==> src/rtl/crc_pkg.sv <==
// -----------------------------------------------------------------------------
// crc_pkg
// Shared definitions for the streaming CRC pipeline:
//   - crc_state_t : message FSM states (IDLE / ACCUM / HOLD)
//   - BEAT_W      : width of the saturating per-message beat counter
//   - MIN_/MAX_*  : legal ranges of the CRC, data and output-stage parameters
// -----------------------------------------------------------------------------
package crc_pkg;

  typedef enum logic [1:0] {
    ST_IDLE  = 2'd0,
    ST_ACCUM = 2'd1,
    ST_HOLD  = 2'd2
  } crc_state_t;

  localparam int unsigned BEAT_W         = 16;
  localparam int unsigned MIN_WIDTH      = 4;
  localparam int unsigned MAX_WIDTH      = 32;
  localparam int unsigned MIN_DATA_W     = 8;
  localparam int unsigned MAX_DATA_W     = 64;
  localparam int unsigned MAX_OUT_STAGES = 4;

endpackage

==> src/rtl/crc_stream_pipe_step.sv <==
// -----------------------------------------------------------------------------
// crc_step
// Combinational CRC update: a bit-serial MSB-first LFSR of p_width bits
// unrolled over all p_data_w data bits, so one call consumes a whole beat.
//
// Parameters : p_width   - CRC register width
//              p_polynom - generator polynomial without the implicit top bit
//              p_data_w  - data bits consumed per call
// Ports      : crc       - current accumulator
//              data      - beat data, bit p_data_w-1 shifted in first
//              next_crc  - accumulator after consuming all data bits
// -----------------------------------------------------------------------------
module crc_step #(
  parameter int unsigned        p_width   = 8,
  parameter logic [p_width-1:0] p_polynom = p_width'(32'h31),
  parameter int unsigned        p_data_w  = 8
) (
  input  logic [p_width-1:0]  crc,
  input  logic [p_data_w-1:0] data,
  output logic [p_width-1:0]  next_crc
);

  always_comb begin
    logic [p_width-1:0] c;
    logic               fb;
    c  = crc;
    fb = 1'b0;
    for (int i = int'(p_data_w) - 1; i >= 0; i--) begin
      fb = c[p_width-1] ^ data[i];
      c  = {c[p_width-2:0], 1'b0} ^ (fb ? p_polynom : '0);
    end
    next_crc = c;
  end

endmodule

==> src/rtl/crc_stream_pipe.sv <==
// -----------------------------------------------------------------------------
// crc_stream_pipe
// Streaming CRC engine. Accepts framed message beats (in_sof / in_last),
// accumulates a CRC one beat per cycle and delivers one result per message
// through a stall-all output pipeline of 1 + p_out_stages registers.
//
// Optional feature macro: CRC_REFLECT_EN
//   defined   : each input byte is bit-reversed before the step and the final
//               accumulator is bit-reversed over p_width before the xorout.
//   undefined : plain MSB-first, non-reflected CRC (no reflection logic).
//
// Ports:
//   clk        in   single clock, rising edge
//   rstN       in   asynchronous active-low reset
//   in_valid   in   beat present
//   in_ready   out  beat accepted when in_valid && in_ready
//   in_data    in   p_data_w message bits, MSB first
//   in_sof     in   first beat of a message (restarts a partial one)
//   in_last    in   final beat of a message
//   out_valid  out  out_crc / out_beats valid
//   out_ready  in   downstream accepts the result
//   out_crc    out  final CRC (p_width bits)
//   out_beats  out  accepted beats in the message, saturating at 16'hFFFF
//   err_pulse  out  one-cycle pulse on a framing error
// -----------------------------------------------------------------------------
module crc_stream_pipe
  import crc_pkg::*;
#(
  parameter int unsigned        p_width      = 8,
  parameter logic [p_width-1:0] p_polynom    = p_width'(32'h31),
  parameter logic [p_width-1:0] p_init       = '0,
  parameter logic [p_width-1:0] p_xorout     = '0,
  parameter int unsigned        p_data_w     = 8,
  parameter int unsigned        p_out_stages = 1
) (
  input  logic                clk,
  input  logic                rstN,
  input  logic                in_valid,
  output logic                in_ready,
  input  logic [p_data_w-1:0] in_data,
  input  logic                in_sof,
  input  logic                in_last,
  output logic                out_valid,
  input  logic                out_ready,
  output logic [p_width-1:0]  out_crc,
  output logic [BEAT_W-1:0]   out_beats,
  output logic                err_pulse
);

  localparam int unsigned LAST = p_out_stages;

  function automatic logic [BEAT_W-1:0] sat_inc(input logic [BEAT_W-1:0] v);
    return (&v) ? v : v + BEAT_W'(1);
  endfunction

`ifdef CRC_REFLECT_EN
  function automatic logic [p_data_w-1:0] reflect_bytes(input logic [p_data_w-1:0] d);
    logic [p_data_w-1:0] r;
    r = '0;
    for (int b = 0; b < int'(p_data_w / 8); b++)
      for (int i = 0; i < 8; i++)
        r[b*8+i] = d[b*8+7-i];
    return r;
  endfunction

  function automatic logic [p_width-1:0] reflect_word(input logic [p_width-1:0] d);
    logic [p_width-1:0] r;
    r = '0;
    for (int i = 0; i < int'(p_width); i++)
      r[i] = d[p_width-1-i];
    return r;
  endfunction
`endif

  crc_state_t          state, state_nxt;
  logic                ready_en;
  logic                issued;
  logic                accept;
  logic                start;
  logic                cont;
  logic                err_nxt;
  logic                load_res;
  logic                advance;

  logic [p_width-1:0]  acc;
  logic [BEAT_W-1:0]   beats;
  logic [p_width-1:0]  step_seed;
  logic [p_data_w-1:0] step_data;
  logic [p_width-1:0]  step_out;
  logic [p_width-1:0]  final_crc;

  logic [p_width-1:0]  crc_p   [0:LAST];
  logic [BEAT_W-1:0]   beats_p [0:LAST];
  logic                vld_p   [0:LAST];

  // ---------------------------------------------------------------------------
  // Input conditioning and CRC step
  // ---------------------------------------------------------------------------
`ifdef CRC_REFLECT_EN
  assign step_data = reflect_bytes(in_data);
  assign final_crc = reflect_word(acc) ^ p_xorout;
`else
  assign step_data = in_data;
  assign final_crc = acc ^ p_xorout;
`endif

  // A start-of-frame beat always seeds from p_init, also when it aborts a
  // partial message in ACCUM.
  assign step_seed = in_sof ? p_init : acc;

  crc_step #(
    .p_width   (p_width),
    .p_polynom (p_polynom),
    .p_data_w  (p_data_w)
  ) u_step (
    .crc      (step_seed),
    .data     (step_data),
    .next_crc (step_out)
  );

  // ---------------------------------------------------------------------------
  // FSM: state register
  // ---------------------------------------------------------------------------
  always_ff @(posedge clk or negedge rstN) begin
    if (!rstN) state <= ST_IDLE;
    else       state <= state_nxt;
  end

  // ---------------------------------------------------------------------------
  // FSM: next-state logic
  // ---------------------------------------------------------------------------
  always_comb begin
    state_nxt = state;
    unique case (state)
      ST_IDLE: begin
        if (start) state_nxt = in_last ? ST_HOLD : ST_ACCUM;
      end
      ST_ACCUM: begin
        if (accept && in_last) state_nxt = ST_HOLD;
      end
      ST_HOLD: begin
        if (issued && out_valid && out_ready) state_nxt = ST_IDLE;
      end
      default: state_nxt = ST_IDLE;
    endcase
  end

  // ---------------------------------------------------------------------------
  // FSM: outputs and beat classification
  // ---------------------------------------------------------------------------
  always_comb begin
    // ready_en keeps in_ready low until the first clock edge after reset.
    in_ready = ready_en && (state != ST_HOLD);
    accept   = in_valid && in_ready;
    start    = accept && in_sof;
    cont     = accept && !in_sof && (state == ST_ACCUM);
    err_nxt  = accept && ((state == ST_IDLE) ? !in_sof : in_sof);
    load_res = (state == ST_HOLD) && !issued && advance;
  end

  always_ff @(posedge clk or negedge rstN) begin
    if (!rstN) begin
      ready_en  <= 1'b0;
      issued    <= 1'b0;
      err_pulse <= 1'b0;
    end else begin
      ready_en  <= 1'b1;
      err_pulse <= err_nxt;
      if (load_res)                    issued <= 1'b1;
      else if (state_nxt == ST_IDLE)   issued <= 1'b0;
    end
  end

  // ---------------------------------------------------------------------------
  // Accumulator and beat counter
  // ---------------------------------------------------------------------------
  always_ff @(posedge clk or negedge rstN) begin
    if (!rstN) begin
      acc   <= p_init;
      beats <= '0;
    end else if (start) begin
      acc   <= step_out;
      beats <= BEAT_W'(1);
    end else if (cont) begin
      acc   <= step_out;
      beats <= sat_inc(beats);
    end
  end

  // ---------------------------------------------------------------------------
  // Output pipeline: stage 0 is the result register, stages 1..LAST are the
  // extra output registers. All stages move together or hold together.
  // ---------------------------------------------------------------------------
  assign advance = !vld_p[LAST] || out_ready;

  always_ff @(posedge clk or negedge rstN) begin
    if (!rstN) begin
      for (int i = 0; i <= int'(LAST); i++) begin
        vld_p[i]   <= 1'b0;
        crc_p[i]   <= '0;
        beats_p[i] <= '0;
      end
    end else if (advance) begin
      vld_p[0] <= load_res;
      if (load_res) begin
        crc_p[0]   <= final_crc;
        beats_p[0] <= beats;
      end
      for (int i = 1; i <= int'(LAST); i++) begin
        vld_p[i]   <= vld_p[i-1];
        crc_p[i]   <= crc_p[i-1];
        beats_p[i] <= beats_p[i-1];
      end
    end
  end

  assign out_valid = vld_p[LAST];
  assign out_crc   = crc_p[LAST];
  assign out_beats = beats_p[LAST];

endmodule

==> config.mk <==
export PLATFORM = sky130hd
export DESIGN_NAME = crc_stream_pipe
export DESIGN_NICKNAME = d
export VERILOG_FILES = /design/src/rtl/crc_pkg.sv /design/src/rtl/crc_stream_pipe_step.sv /design/src/rtl/crc_stream_pipe.sv
export SDC_FILE = /design/constraint.sdc
export NUM_CORES = 1
export LEC_CHECK = 0
export ABC_CLOCK_PERIOD_IN_PS = 4100
export CORE_MARGIN = 1
export CORE_UTILIZATION = 56
export CTS_BUF_LIST = sky130_fd_sc_hd__clkbuf_2
export DETAILED_ROUTE_END_ITERATION = 12
export PLACE_DENSITY_LB_ADDON = 0.15
export SETUP_SLACK_MARGIN = 0.15
export SYNTH_ARGS = -nofsm -noshare
export SYNTH_HDL_FRONTEND = slang
export SYNTH_HIERARCHICAL = 1
export SYNTH_SLANG_ARGS = --single-unit
==> constraint.sdc <==
create_clock -name clk -period 4.1 [get_ports clk]
set_input_delay 0.41 -clock clk [delete_from_list [all_inputs] [get_ports clk]]
set_output_delay 0.41 -clock clk [all_outputs]
set_load 0.01 [all_outputs]
==> Flow_metrics.wiki <==
{| class="wikitable"
! Metric !! Value
|-
| Met1 Use GR || 27.1%
|-
| Clock power frac || 17.5%
|-
| Via count of the first global-routing pass || 2369
|-
| Worst-Margin Slew || 0.942 ns
|-
| Unrepaired setup endpoints after global routing || no
|-
| Fraction of synthesized cell area taken by the top area cell type || 51.7%
|-
| Number of buffer cells added on primary ports || 40
|-
| Maximum fanout along the worst path || 23
|-
| Starting utilization of the core area || 59.3%
|-
| Final Critical Period || 2.41 ns
|-
| CP max-delay cell || sky130_fd_sc_hd__clkdlybuf4s50_1
|-
| Count of buffering cells on the critical path with inverters included || 1
|-
| Final setup violating endpoints || 0
|-
| Max Freq || 0.415 GHz
|-
| Static Leak || 1.89 nW
|-
| Top cells by instance count after synthesis || 79 x sky130_fd_sc_hd__dfrtp_1, 48 x sky130_fd_sc_hd__mux2_2, 36 x sky130_fd_sc_hd__nand2_1, 25 x sky130_fd_sc_hd__buf_4
|-
| Global-route total usage across every layer || 19.7%
|-
| Final hold violation count || 0
|-
| Maximum number of pins on one net before global-route repair || 80
|-
| Total vias in the final route || 2412
|-
| Synthesized instance count || 330
|-
| Vertical die dimension || 84.7 um
|-
| Total standard cell area after synthesis || 3830 um^2
|-
| Dominant delay contributor by cell family on the critical path || simple AND/OR/NAND/NOR gates
|-
| Switching part of the total power || 32.1%
|-
| Cell Int Power || 0.00152 W
|-
| Asr flop ratio synth || 100%
|-
| Final Core Density || 65.3%
|-
| TritonCTS buffer count || 9
|-
| CP startpoint || in_sof
|-
| RR Endpoint || beats[7]
|-
| Clock sink total || 79
|-
| Per-cell routed wire length || 14.5 um
|-
| TritonCTS clock tree || done
|-
| Total detailed-routing wirelength || 6190 um
|-
| Worst rel slew slack || 37.2%
|-
| Dominant cells by area after synthesis || sky130_fd_sc_hd__dfrtp_1 52%, sky130_fd_sc_hd__mux2_2 14%, sky130_fd_sc_hd__buf_4 4.9%, sky130_fd_sc_hd__nand2_1 3.5%, sky130_fd_sc_hd__xnor2_1 3.0%
|-
| Clock slew seen by the registers of the worst setup and hold paths || 0.22 ns
|-
| Fraction of final layout cells with drive strength greater than 1 || 23.6%
|-
| Fillcell total || 510
|-
| Met3 usage in global routing || 4.03%
|-
| Power per unit of standard cell area || 530 nW/um^2
|-
| Startpoint types || input pin
|-
| Switching power total || 0.000717 W
|-
| Number of synthesized register bits || 79
|-
| Number of inserted diodes || 0
|-
| Yosys warning count || 6
|-
| Layout area overhead || 10.1%
|-
| Capturing element type of the critical path || register
|-
| Number of max-cap violations || 0
|-
| Antenna Violating Nets Remaining || 0
|-
| Library cell with the highest instance count after synthesis || sky130_fd_sc_hd__dfrtp_1
|-
| Reg2Reg Setup Slack || 1.91 ns
|-
| Type of the tightest min-delay check || input pin to asynchronous set/reset pin
|-
| Hold Buf Count CTS || 0
|-
| Outcome || finished, final reports clean
|-
| Average vias per placed instance || 5.64
|-
| Std cell rows || 29
|-
| Worst clock skew || 0.0285 ns
|-
| Number of primary I/O pins || 41
|-
| Most used routing layer || met2
|-
| First-pass GRT wire length || 11000 um
|-
| Buffer count from post-CTS setup fixing || 0
|-
| Last element of the critical path || beats[7]
|-
| Die Span X || 84.7 um
|-
| Reg power frac || 48.1%
|-
| Clock insertion delay at the later pin of the skew report || 0.51 ns
|-
| Average instance area after synthesis || 11.6 um^2
|-
| Post-DP HPWL || 4210 um
|-
| Proportion of synthesized chip area in sequential cells || 51.7%
|-
| Area enclosed by the die boundary || 7170 um^2
|-
| Clock tree buffer depth || 2
|-
| Total Negative Setup Slacks || 0 ns
|-
| Top FF cell, synth || sky130_fd_sc_hd__dfrtp_1
|-
| Final max-slew violation count || 0
|-
| Startpoint of the most critical register-to-register path || state[1]
|-
| Total stage count of the critical path || 5
|-
| Count of unresolved DRC violations after routing || 0
|-
| H-tree lvl count || 3
|-
| CP required || 4.54 ns
|-
| Number of flops mapped to enable cells by yosys || 0
|-
| Arrival time of the worst setup path || 2.85 ns
|-
| Yosys cell types || 53
|-
| CP max stage delay || 0.73 ns
|-
| Worst IR Drop VDD || 0.000452 V
|-
| Total overflow reported by the global router || 0
|-
| Number of cells upsized or downsized after cts || 0
|-
| Critical path start-end classification || input pin to register
|-
| Number of detailed-route iterations in the first pass || 6
|-
| Clock tree root buffer cell || sky130_fd_sc_hd__clkbuf_2
|-
| Number of antenna violations at the first check in global routing || 0
|-
| Syn_nets || 345
|-
| Final layout net count || 361
|-
| Final estimated routing congestion in global placement || 0.862
|-
| Number of DRC violations after detailed-routing iteration 0 || 175
|-
| Met2 Track Usage GR || 30.6%
|-
| Core Footprint || 6460 um^2
|-
| Library cell with the largest summed area after synthesis || sky130_fd_sc_hd__dfrtp_1
|-
| Combinational cell fraction of total power || 34.4%
|-
| Depth of the worst register-to-register path || 5
|-
| Fin crit share || 58.8%
|-
| CP cell instances || clkdlybuf4s50_1 -> maj3_1 -> nand2_1 -> or4_1 -> a21oi_1
|}
==> worst min path at each step <==
stage | end | slack, ns | cells after the start
global placement | vld_p[1] | 0.45 | 1
global route | out_crc[7] | 0.05 | 1
detailed placement | out_valid | 0.46 | 1
floorplan | acc[0] | 0.11 | 0
CTS | out_crc[7] | 0.03 | 1
finish | acc[2] | 0.01 | 1
==> worst register-to-register path, stage by stage (launching register included) <==
cell and delay (ns):
sky130_fd_sc_hd__dfrtp_1 0.46, sky130_fd_sc_hd__inv_1 0.09, sky130_fd_sc_hd__maj3_1 0.32, sky130_fd_sc_hd__nand2_1 0.48, sky130_fd_sc_hd__or4_1 0.66, sky130_fd_sc_hd__a21oi_1 0.15
==> metrics by stage <==
step	worst slack [ns]	std cells	instance area (um^2)	total power [W]	hold WS (ns)
after CTS	1.71	428	4220	0.00226	0.0316
after floorplan	2.15	330	3830	0.00167	0.114
after detailed placement	1.14	412	4110	0.00186	0.457
after global placement	1.25	412	4110	0.00184	0.453
final	1.69	428	4220	0.00223	0.0103
after global routing	1.52	428	4220	0.00238	0.0513
==> power groups by stage <==
stage / sequential [W] / combinational [W] / clock (W)
6_report: 0.00107 / 0.000768 / 0.000391
5_1_grt: 0.00110 / 0.000840 / 0.000444
4_1_cts: 0.00107 / 0.000776 / 0.000407
3_5_place_dp: 0.00109 / 0.000773 / 0
3_3_place_gp: 0.00109 / 0.000757 / 0
2_1_floorplan: 0.00106 / 0.000616 / 0
==> cells by family after synthesis <==
| family | after synthesis | synth area share, % |
|---|---|---|
| and+or+nand+nor | 108 | 15.4 |
| DFF | 79 | 51.7 |
| muxes | 48 | 14.1 |
| buffers and inverters | 38 | 6.34 |
| AOI/OAI and AO/OA | 32 | 5.59 |
| xor gates and xnor gates | 22 | 6.21 |
| adders and majority gates | 2 | 0.588 |
| other | 1 | 0.0980 |
==> cells in the final DEF, fill, tap and decap left out, drive strengths merged, types with 4 or more instances in the layout <==
master,synthesis,final
a21oi,10,10
and2,4,4
and3,7,7
clkbuf,5,9
clkdlybuf4s50,0,39
clkinv,0,4
dfrtp,79,79
mux2,48,48
nand2,37,37
nand3,14,14
nand4,4,4
nor2,8,8
nor2b,9,9
nor3,5,5
o211ai,4,4
o21ai,4,4
o31ai,4,4
or4,8,8
xnor2,15,15
xor2,5,5
==> flip-flops by register name, summed over array words and instances (netlist names), 2 cells and up <==
register / count
acc: 8
beats: 16
beats_p: 16
crc_p: 8
out_beats: 16
out_crc: 8
state: 2
==> area by class of cell <==
class	instances	area [um^2]	area share [%]
clock buffer	9	45.0	1.07
clock inverter	7	63.8	1.51
inverter	1	3.75	0.0890
multi-input combinational	213	1620	38.3
sequential	79	1980	46.9
tap	77	96.3	2.29
timing repair buffer	42	413	9.80
==> per-layer routing <==
layer / up-vias / part of all wire (%)
met1: 1192 / 50
met2: 34 / 46
met5: - / 0
met4: 0 / 1.5
li1: 1178 / -
met3: 8 / 2.5
No activity file was read; power rests on OpenSTA's default activity.
